--- config.mk ---
export PLATFORM = sky130hd
export DESIGN_NAME = gp_reg_arbiter
export DESIGN_NICKNAME = d
export VERILOG_FILES = /design/src/rtl/gp_reg_arb_pkg.sv /design/src/rtl/gp_reg_arbiter_rr.sv /design/src/rtl/gp_reg_arbiter.sv
export SDC_FILE = /design/constraint.sdc
export NUM_CORES = 1
export LEC_CHECK = 0
export ABC_AREA = 1
export BUFFER_PORTS_ARGS = -buffer_cell sky130_fd_sc_hd__buf_2
export CORE_MARGIN = 1.5
export CORE_UTILIZATION = 34
export DETAILED_ROUTE_END_ITERATION = 7
export PLACE_DENSITY = 0.64
export SLEW_MARGIN = 25
export SYNTH_ARGS = -nofsm -noshare
export SYNTH_HDL_FRONTEND = slang
export SYNTH_SLANG_ARGS = --single-unit
--- constraint.sdc ---
create_clock -name clock -period 1 [get_ports clock]
set_clock_uncertainty 0.1 [all_clocks]
set_input_delay 0.1 -clock clock [delete_from_list [all_inputs] [get_ports clock]]
set_output_delay 0.1 -clock clock [all_outputs]
set_load 0.05 [all_outputs]
--- src/rtl/gp_reg_arb_pkg.sv ---
// Shared types and widths for the two-requester register-file arbiter.
package gp_reg_arb_pkg;

  localparam int unsigned NUM_REQ   = 2;
  localparam int unsigned REG_IDX_W = 3;
  localparam int unsigned DATA_W    = 8;

  typedef enum logic [1:0] {
    IDLE   = 2'd0,
    ACCESS = 2'd1,
    RESP   = 2'd2
  } state_t;

endpackage

--- src/rtl/gp_reg_arbiter_rr.sv ---
// Two-way round-robin pick: the requester not granted last wins a tie.
module rr_arbiter2
  import gp_reg_arb_pkg::*;
(
  input  logic [NUM_REQ-1:0] req,
  input  logic               last,
  output logic [NUM_REQ-1:0] winner
);

  always_comb begin
    winner = req;
    if (req == 2'b11) winner = last ? 2'b01 : 2'b10;
  end

endmodule

--- src/rtl/gp_reg_arbiter.sv ---
// Arbitrates two requesters onto a shared register file: grant, one access
// cycle driving the rf strobes / data bus, then a done pulse.
module gp_reg_arbiter
  import gp_reg_arb_pkg::*;
(
  input  logic                 clock,
  input  logic                 reset,
  input  logic [NUM_REQ-1:0]   req,
  input  logic [NUM_REQ-1:0]   we,
  input  logic [REG_IDX_W-1:0] addr0,
  input  logic [REG_IDX_W-1:0] addr1,
  input  logic [DATA_W-1:0]    wdata0,
  input  logic [DATA_W-1:0]    wdata1,
  output logic [NUM_REQ-1:0]   gnt,
  output logic [NUM_REQ-1:0]   done,
  output logic [DATA_W-1:0]    rdata,
  output logic                 rf_read_data,
  output logic                 rf_write_data,
  output logic [REG_IDX_W-1:0] rf_input_select,
  output logic [REG_IDX_W-1:0] rf_output_select,
  output logic [DATA_W-1:0]    bus_out,
  output logic                 bus_oe,
  input  logic [DATA_W-1:0]    bus_in
);

  state_t               state, state_nx;
  logic                 last_q, last_nx;
  logic                 we_q, we_nx;
  logic [NUM_REQ-1:0]   gnt_nx, done_nx;
  logic [DATA_W-1:0]    rdata_nx, bus_out_nx;
  logic                 rd_nx, wr_nx, oe_nx;
  logic [REG_IDX_W-1:0] isel_nx, osel_nx;

  logic [NUM_REQ-1:0]   win_c;
  logic [REG_IDX_W-1:0] addr_sel_c;
  logic [DATA_W-1:0]    wdata_sel_c;
  logic                 we_sel_c;

  rr_arbiter2 u_rr (
    .req    (req),
    .last   (last_q),
    .winner (win_c)
  );

  always_comb begin
    addr_sel_c  = win_c[1] ? addr1  : addr0;
    wdata_sel_c = win_c[1] ? wdata1 : wdata0;
    we_sel_c    = win_c[1] ? we[1]  : we[0];
  end

  // Next state and next registered outputs; access-cycle outputs are set up
  // on the granting edge so they are clean for the whole ACCESS cycle.
  always_comb begin
    state_nx   = state;
    last_nx    = last_q;
    we_nx      = we_q;
    gnt_nx     = gnt;
    done_nx    = '0;
    rdata_nx   = rdata;
    rd_nx      = 1'b0;
    wr_nx      = 1'b0;
    oe_nx      = 1'b0;
    bus_out_nx = '0;
    isel_nx    = rf_input_select;
    osel_nx    = rf_output_select;
    case (state)
      IDLE: begin
        if (|req) begin
          state_nx = ACCESS;
          gnt_nx   = win_c;
          last_nx  = win_c[1];
          we_nx    = we_sel_c;
          isel_nx  = addr_sel_c;
          osel_nx  = addr_sel_c;
          if (we_sel_c) begin
            rd_nx      = 1'b1;
            oe_nx      = 1'b1;
            bus_out_nx = wdata_sel_c;
          end else begin
            wr_nx = 1'b1;
          end
        end
      end
      ACCESS: begin
        state_nx = RESP;
        done_nx  = gnt;
        if (!we_q) rdata_nx = bus_in;
      end
      RESP: begin
        state_nx = IDLE;
        gnt_nx   = '0;
      end
      default: begin
        state_nx = IDLE;
        gnt_nx   = '0;
      end
    endcase
  end

  always_ff @(posedge clock) begin
    if (reset) begin
      state            <= IDLE;
      last_q           <= 1'b1;
      we_q             <= 1'b0;
      gnt              <= '0;
      done             <= '0;
      rdata            <= '0;
      rf_read_data     <= 1'b0;
      rf_write_data    <= 1'b0;
      bus_oe           <= 1'b0;
      bus_out          <= '0;
      rf_input_select  <= '0;
      rf_output_select <= '0;
    end else begin
      state            <= state_nx;
      last_q           <= last_nx;
      we_q             <= we_nx;
      gnt              <= gnt_nx;
      done             <= done_nx;
      rdata            <= rdata_nx;
      rf_read_data     <= rd_nx;
      rf_write_data    <= wr_nx;
      bus_oe           <= oe_nx;
      bus_out          <= bus_out_nx;
      rf_input_select  <= isel_nx;
      rf_output_select <= osel_nx;
    end
  end

endmodule

==> results.cfg, run 1 <==
[die]
start_util_pct = 36.6
row_count = 21
coreArea_mm2 = 0.00344
die_area_mm2 = 0.00408
dieWidth_um = 63.9
die_h_um = 63.9
pin_count = 65

[layout]
finalInstanceArea_mm2 = 0.00212
multiInputGateArea_um2 = 591
nFillCells = 335
area.growth.synth_to_final_pct = 68.0
final_common_cell = nand2_1
drive_gt1_share_pct = 52.0
n_antenna_cell = 0
regArea_um2 = 612
layout.nets = 288
mostFrequentLayoutCells = 46 x nand2_1, 35 x buf_2, 21 x buf_6

[placement]
placed_area_mm2 = 0.00166
hpwl_um = 2180
gp_congestion = 0.722
port-buffer-count = 64

[timing]
grt_setup_unrepaired = true
setup_violations = 21
final-max-slew-violation-count = 0
hold_viol = 2
setup_ws_ns = -0.0764
fmax_mhz = 929
whs_ns = -0.0316
relSlewSlack_pct = 84.9
period_needed_ns = 1.08
period_share_pct = 108
fin_tns_setup_ns = -0.974
worst_pin_slew_ns = 0.226

[clocking]
cts_root_buf = clkbuf_8
h-tree-depth = 2
cts_tree = done
cts_hold_buf = 4
cts.sinks = 29
clk_path_buf_depth = 2
cts_buffers = 5
cts.reportedPaths.clkPinSlew_ns = 0.06
clock_latency_ns = 0.27

[worst_setup_path]
timing.rr.start = last_q
r2r_slack_ns = -0.08
critPathLaunchType = flip-flop
cp-end-kind = flip-flop
crit_top_cell = nand2_1
ff2ff_path_depth = 7
slowest_delay_ns = 0.33
worstReg2RegEnd = bus_out[5]
worstSetupPathType = flip-flop to flip-flop
cp_max_fo = 6
path_cells = nand2_4 > nand2_8 > buf_6 > nand2_1 > nand2_1 > inv_1 > nor2_2
cp.required_ns = 1.07
crit_slowest_cell = dfxtp_2
crit_arrival_ns = 1.15

[synthesis]
synth_area_leader_cell = dfxtp_1
syn_area_mm2 = 0.00126
synth_area_leaders = dfxtp_1 46%, nand2_1 14%, inv_1 7.1%
yosysTopAreaCellShare_pct = 46.0
synthCells = 171
synth_edf_count = 0
synth_cell_types = 20
yosysWarnings = 0
synth_ff_type = dfxtp_1
yosysSeqAreaShare_pct = 46.0
async_flop_share_pct = 0
synth_nets = 207
ys_ff_latch = 29
syn_avg_cell_area_um2 = 7.38

[power_and_ir_drop]
leakage_nw = 1.07
fin_total_pwr_w = 0.00326
ir_worst_vdd_uv = 753
p_per_area_mw_per_mm2 = 1540

[run_status]
status = complete, but fails checks
violations = negative hold slack, negative setup slack

[worst_hold_path]
hold_start = reset
holdPathStages = 2
whs_endpoint = rf_write_data
holdCritPathClass = input port to flip-flop

[drt]
viasPerCell = 4.36
drt-initial-drc-count = 42
totalWireLength_um = 3200
num_vias = 1300
avgRoutedWirePerCell_um = 10.7
drc = 0
dr.pass1.iters = 4
ant_nets = 0

[grt]
grt_pass1_vias = 1226
grt_max_degree = 13
grt_pass1_wl_um = 5150
antenna_found_initial = 0
grt_overflow = 0
track_usage_pct = 16.4

[job]
maxCapViolCount = 0
Yosys cell counts, types with 2 or more instances:
cell type	instances
nor2_4	2
inv_1	24
a21oi_1	10
nand4_1	8
nand2_1	48
nor2_1	18
buf_6	2
nor2_2	3
nand3_1	11
nand2_4	3
buf_2	2
dfxtp_1	29
buf_4	4
worst max-delay path by stage:
stage	start	to	slack, ns	cells after the start
2_1_floorplan	last_q	bus_out[2]	-0.03	8
3_3_place_gp	state[1]	rf_output_select[1]	-0.09	6
3_5_place_dp	state[1]	rf_output_select[0]	-0.13	6
4_1_cts	state[1]	bus_out[5]	-0.08	5
5_1_grt	state[1]	rf_output_select[1]	-0.15	6
6_report	last_q	bus_out[5]	-0.08	7
layout make-up:
| cell class | instances | share of cell area (%) |
|---|---|---|
| Multi-Input combinational cell | 108 | 27.9 |
| Timing Repair Buffer | 82 | 31.5 |
| Clock buffer | 7 | 4.08 |
| Sequential cell | 29 | 28.9 |
| Inverter | 26 | 4.96 |
| Tap cell | 46 | 2.72 |
critical path: cells and delay by family (launching register included):
kind | cells | cell delay, ns
flops | 1 | 0.33
buf+inv | 2 | 0.21
simple gates | 5 | 0.33
through the flow:
step	instances	setup WS (ns)	hold WS, ns	util (%)
6_report	298	-0.0764	-0.0316	61.5
5_1_grt	298	-0.151	-0.0181	61.5
4_1_cts	297	-0.0831	0.00374	58.1
3_5_place_dp	282	-0.134	0.254	48.3
3_3_place_gp	282	-0.0874	0.259	48.3
2_1_floorplan	171	-0.0293	0.0783	-
kinds of logic after synthesis:
group                  after synthesis  share of synthesized area, %
buffers and inverters               35                          13.2
AOI/OAI and AO/OA                   11                          4.36
and+or+nand+nor                     96                          36.4
DFF                                 29                          46.0
what timing repair did:
action                                  4_1_cts  5_1_grt
gates cloned                                  1        0
setup buffers                                 3        2
pin swaps                                    19       20
endpoints found under the setup margin       57       52
endpoints found under the hold margin         5        2
gates resized for setup                      61       41
sequential cells by signal (all words and copies together), names as in the netlist:
name and count:
we_q 1, rf_output_select 3, last_q 1, gnt 2, bus_oe 1, done 2
bus_out 8, state 2, rf_write_data 1, rdata 8
power breakdown:
group | internal [W] | total [W] | switching [W] | leakage [nW]
sequential | 0.00124 | 0.00131 | 0.0000664 | 0.245
combinational | 0.000415 | 0.00101 | 0.000593 | 0.782
clock | 0.000544 | 0.000945 | 0.000401 | 0.0443
per-layer routing:
metal	GRT usage [%]	vias up	routed length, um
li1	-	683	-
met1	18.4	561	1280
met2	26.8	49	1560
met3	6.34	7	293
met4	8.15	0	57
met5	0	-	0
Note: power is estimated with default switching activity, not from simulation.
==> run 2: changes to the inputs <==
--- a/config.mk
+++ b/config.mk
@@ -11,6 +11,7 @@
 export CORE_UTILIZATION = 34
 export DETAILED_ROUTE_END_ITERATION = 7
 export PLACE_DENSITY = 0.64
+export RECOVER_POWER = 25
 export SLEW_MARGIN = 25
 export SYNTH_ARGS = -nofsm -noshare
 export SYNTH_HDL_FRONTEND = slang
==> run 2 against run 1 <==
  * The flow still finishes with violations (negative hold slack, negative setup slack)
  * Flip-flop and latch count unchanged
  * Die area is the same
  * Design area about the same
  * Wire length unchanged
  * Count of clock-buffer cells in the layout stayed put
  * Register-to-register slack hardly changed
  * Power barely moved
  * Utilization about the same
  * Non-clock buffer count unchanged
  * Sequential share of layout area hardly changed
  * Cell count unchanged
  * Combinational power about the same
  * Largest power group unchanged
==> results.cfg, run 2 (synthesis results as in run 1) <==
[run_status]
status = complete, but fails checks
violations = negative hold slack, negative setup slack

[drt]
viasPerCell = 4.36
num_vias = 1300
drt-initial-drc-count = 42
totalWireLength_um = 3200
ant_nets = 0
drc = 0
dr.pass1.iters = 4
avgRoutedWirePerCell_um = 10.7

[worst_setup_path]
cp_max_fo = 6
cp-end-kind = flip-flop
worst-path-buf-inv = 2
path_cells = nand2_4 > nand2_8 > buf_6 > nand2_1 > nand2_1 > inv_1 > nor2_2
crit_slowest_cell = dfxtp_2
slowest_delay_ns = 0.33
worstSetupPathType = flip-flop to flip-flop
cp.required_ns = 1.07
cp_top_family = flip-flops
crit_arrival_ns = 1.15
crit_top_cell = nand2_1
critPathLaunchType = flip-flop

[layout]
layout.nets = 288
area.growth.synth_to_final_pct = 67.9
finalInstanceArea_mm2 = 0.00212
drive_gt1_share_pct = 51.6
n_antenna_cell = 0
utilization_pct = 61.5
mostFrequentLayoutCells = 46 x nand2_1, 35 x buf_2, 21 x buf_6
final_common_cell = nand2_1
top_regs = bus_out x8, rdata x8, rf_output_select x3

[grt]
grt_max_degree = 13
track_usage_pct = 16.4
grt_overflow = 0
grt_pass1_vias = 1226
antenna_found_initial = 0
grt_pass1_wl_um = 5150

[placement]
hpwl_um = 2180
port-buffer-count = 64
post-place-ws_ns = -0.134
placed_area_mm2 = 0.00166
gp_congestion = 0.722

[clocking]
clock_latency_ns = 0.27
clk_path_buf_depth = 2
cts_buffers = 5
cts_root_buf = clkbuf_8
cts_tree = done
cts_hold_buf = 4
cts.sinks = 29
cts.reportedPaths.clkPinSlew_ns = 0.06
h-tree-depth = 2

[job]
maxCapViolCount = 0

[timing]
setup_ws_ns = -0.0764
fmax_mhz = 929
hold_viol = 2
relSlewSlack_pct = 84.9
period_share_pct = 108
setup_violations = 21
final-max-slew-violation-count = 0
period_needed_ns = 1.08
worst_pin_slew_ns = 0.226
grt_setup_unrepaired = true
whs_ns = -0.0316

[power_and_ir_drop]
ir_worst_vdd_uv = 752
fin_total_pwr_w = 0.00326
p_per_area_mw_per_mm2 = 1540
leakage_nw = 1.07

[die]
die_area_mm2 = 0.00408
coreArea_mm2 = 0.00344
die_h_um = 63.9
row_count = 21
dieWidth_um = 63.9
start_util_pct = 36.6
pin_count = 65

[worst_hold_path]
holdCritPathClass = input port to flip-flop
==> run 2: cell types whose count changed in the layout (fill, tap and decap cells not counted) <==
cell,change
dfxtp_2,-1
dfxtp_1,+1
==> run 2: cell type report <==
cell class / instances / area, um^2
multi-input combinational: 108 / 591
timing repair buffer: 82 / 667
sequential: 29 / 611
inverter: 26 / 105
tap: 46 / 57.6
fill: 335 / 1330
clock buffer: 7 / 86.3
==> run 2: repair_timing <==
| item | 4_1_cts | 5_1_grt |
|---|---|---|
| pin swaps | 19 | 20 |
| setup buffers | 3 | 2 |
| setup endpoints to repair | 57 | 52 |
| gates resized for setup | 61 | 41 |
| hold endpoints to repair | 5 | 2 |
| cloned | 1 | 0 |
==> run 2: worst reg2reg max path, stage by stage (launching register included) <==
cell and delay (ns):
dfxtp_2 0.33, nand2_4 0.12, nand2_8 0.09, buf_6 0.14
nand2_1 0.05, nand2_1 0.04, inv_1 0.07, nor2_2 0.03
==> run 2: layer usage <==
metal / track usage, % / vias up / wire [um]
li1: - / 683 / -
met1: 18.4 / 561 / 1280
met2: 26.8 / 49 / 1560
met3: 6.34 / 7 / 293
met4: 8.15 / 0 / 57
met5: 0 / - / 0
==> run 2: where the power goes <==
| part | internal [W] | switching [W] | leakage (nW) |
|---|---|---|---|
| sequential | 0.00124 | 0.0000664 | 0.244 |
| combinational | 0.000415 | 0.000593 | 0.782 |
| clock | 0.000544 | 0.000401 | 0.0443 |
==> run 2: worst paths after layout <==
check	startpoint	to	slack (ns)	cells past startpoint
hold / removal	reset	rf_write_data	-0.03	2
setup reg to reg	last_q	bus_out[5]	-0.08	7
hold reg to reg	gnt[1]	done[1]	0.35	2
setup / recovery	last_q	bus_out[5]	-0.08	7
==> run 2: through the flow <==
stage | instances | setup TNS, ns
after floorplan | 171 | -0.307
after global placement | 282 | -1.18
after detailed placement | 282 | -1.75
after CTS | 297 | -1.02
after global routing | 298 | -2.78
final | 298 | -0.969
==> run 3: changes to the inputs <==
--- a/config.mk
+++ b/config.mk
@@ -10,9 +10,10 @@
 export CORE_MARGIN = 1.5
 export CORE_UTILIZATION = 34
 export DETAILED_ROUTE_END_ITERATION = 7
-export PLACE_DENSITY = 0.64
-export RECOVER_POWER = 25
+export PLACE_DENSITY = 0.66
+export RECOVER_POWER = 100
 export SLEW_MARGIN = 25
 export SYNTH_ARGS = -nofsm -noshare
 export SYNTH_HDL_FRONTEND = slang
+export SYNTH_HIERARCHICAL = 1
 export SYNTH_SLANG_ARGS = --single-unit
==> run 3 against run 2 <==
  * The run still ends with negative hold slack, negative setup slack left
  * Sequential power barely moved
  * Register-to-register slack got worse by 0.16 ns
  * Worst setup slack got worse by 0.16 ns
  * Hold slack got worse by 0.046 ns
  * Global-route usage rose by 5.3 points
  * Cell count did not move
  * Combinational power rose by 14%
  * Sequential share of layout area fell by 3.6 points
  * Utilization rose by 17 points
  * Critical path type unchanged
  * Critical endpoint is now bus_out[2]
==> results.cfg, run 3 <==
[run_status]
status = complete, but fails checks
violations = negative hold slack, negative setup slack

[drt]
num_vias = 1356
totalWireLength_um = 4120
viasPerCell = 4.55
drt-initial-drc-count = 47
avgRoutedWirePerCell_um = 13.8
dr.pass1.iters = 3
ant_nets = 0
drc = 0

[layout]
mostFrequentLayoutCells = 36 x buf_2, 30 x dlygate4sd3_1, 24 x buf_8
drive_gt1_share_pct = 61.0
final_common_cell = buf_2
nFillCells = 204
area.growth.synth_to_final_pct = 115
final_cells = 298
finalInstanceArea_mm2 = 0.00247
n_antenna_cell = 0
layout.nets = 289
top_regs = bus_out x8, rdata x8, rf_output_select x3

[clocking]
cts_hold_buf = 30
clk_path_buf_depth = 2
cts_tree = done
h-tree-depth = 2
cts.reportedPaths.clkPinSlew_ns = 0.09
cts_buffers = 5
cts.sinks = 29
cts_root_buf = clkbuf_4
clock_latency_ns = 0.32

[die]
row_count = 20
die_h_um = 61.1
pin_count = 65
start_util_pct = 36.6
dieWidth_um = 61.1
coreArea_mm2 = 0.00313
die_area_mm2 = 0.00373

[power_and_ir_drop]
pwr-share-comb_pct = 36.9
clockPowerShare_pct = 20.7
fin_total_pwr_w = 0.00312
ir_worst_vdd_uv = 744
switching_share_pct = 33.8
leakage_nw = 1.12
pwr-share-seq_pct = 42.3
internal_power_w = 0.00207
p_per_area_mw_per_mm2 = 1260
p_switching_w = 0.00106

[worst_setup_path]
crit_slowest_cell = dfxtp_2
cp.required_ns = 1.10
cp-end-kind = flip-flop
crit_arrival_ns = 1.34
path_cells = a21oi_4 > buf_12 > mux2i_4 > nor2_2
cp_max_fo = 8
slowest_delay_ns = 0.34
worstSetupPathType = flip-flop to flip-flop
critPathLaunchType = flip-flop

[synthesis]
yosysSeqAreaShare_pct = 50.7
synthCells = 136
synth_area_leader_cell = dfxtp_1
synth_top_cells_by_count = 29 x dfxtp_1, 29 x nand2_1, 18 x nor2_1
synth_nets = 172
async_flop_share_pct = 0
ys_ff_latch = 29
synth_ff_type = dfxtp_1
synth_area_leaders = dfxtp_1 51%, nand2_1 9.5%, mux2i_1 7.0%
yosysWarnings = 6
syn_area_mm2 = 0.00115
synth_edf_count = 0
syn_avg_cell_area_um2 = 8.43
yosysTopAreaCellShare_pct = 50.7
synth_cell_types = 19

[placement]
dpl.cell_count = 250
post-place-ws_ns = -0.163
hpwl_um = 2020
port-buffer-count = 64
placed_area_mm2 = 0.00160
gp_congestion = 0.726

[timing]
period_share_pct = 123
whs_ns = -0.0774
setup_violations = 44
hold_viol = 1
period_needed_ns = 1.23
setup_ws_ns = -0.235
grt_setup_unrepaired = true
worst_pin_slew_ns = 0.287
relSlewSlack_pct = 80.9
fmax_mhz = 810
final-max-slew-violation-count = 0

[grt]
grt_pass1_vias = 1325
grt_max_degree = 10
grt_pass1_wl_um = 5750
track_usage_pct = 21.6
grt_overflow = 0
antenna_found_initial = 0

[worst_hold_path]
holdCritPathClass = input port to flip-flop

[job]
maxCapViolCount = 0
==> run 3: cell types whose count changed after synthesis, sizes merged <==
cell	change
inv	-16
clkbuf	-1
nand4	+1
o21ai	+4
nor3	-1
nand2	-23
mux2i	+8
nor2	-2
nand3	-5
==> run 3: path summary, 6_finish.rpt <==
kind / cells after the start / slack, ns / to / startpoint
setup / recovery: 4 / -0.23 / bus_out[2] / last_q
hold / removal: 2 / -0.08 / state[0] / reset
setup reg to reg: 4 / -0.23 / bus_out[2] / last_q
hold reg to reg: 2 / 0.38 / rdata[7] / rdata[7]
==> run 3: worst max-delay path, delay by kind of cell (launching register included) <==
family | cells | cell delay (ns)
flip-flops | 1 | 0.34
buffers and inverters | 1 | 0.17
AND/OR/NAND/NOR | 1 | 0.05
multiplexers | 1 | 0.22
AO/OA/AOI/OAI | 1 | 0.23
==> run 3: power groups by stage <==
stage / Sequential, W / Clock [W] / Combinational (W)
after floorplan: 0.00151 / 0 / 0.000319
after global placement: 0.00130 / 0 / 0.000761
after detailed placement: 0.00130 / 0 / 0.000762
after CTS: 0.00131 / 0.000672 / 0.00102
after global routing: 0.00133 / 0.000723 / 0.00122
final: 0.00132 / 0.000647 / 0.00115
==> run 3: cells by family after synthesis <==
kind of cell | synth area share (%)
simple gates | 27.1
compound gates | 6.88
flops | 50.7
mux | 6.99
buf+inv | 8.41
==> run 3: what timing repair did <==
item                                   CTS  global route
pin swaps                                3            15
resized for setup                       99            48
buffers inserted                         4             5
setup endpoints to repair               53            55
endpoints found under the hold margin   21             1
gates cloned                             2             0
==> run 3: area by class of cell <==
class / count / area, um^2 / area share (%)
clock buffer: 8 / 48.8 / 1.98
multi-input combinational: 90 / 606 / 24.5
inverter: 10 / 41.3 / 1.67
sequential: 29 / 623 / 25.3
tap: 44 / 55.1 / 2.23
timing repair buffer: 117 / 1090 / 44.3
==> run 3: metal layers <==
metal | up-vias | part of all wire [%] | track usage, % | routed length, um
li1 | 675 | - | - | -
met2 | 54 | 55 | 40.3 | 2260
met5 | - | 0 | 0 | 0
met1 | 613 | 37 | 22.7 | 1510
met3 | 14 | 5.8 | 6.09 | 237
met4 | 0 | 2.8 | 8.70 | 116
==> run 3: through the flow <==
stage / util, % / setup TNS, ns
after floorplan: - / -0.836
after global placement: 51.2 / -1.91
after detailed placement: 51.2 / -2.14
after CTS: 72.7 / -3.18
after global routing: 78.9 / -6.66
final: 78.9 / -4.33
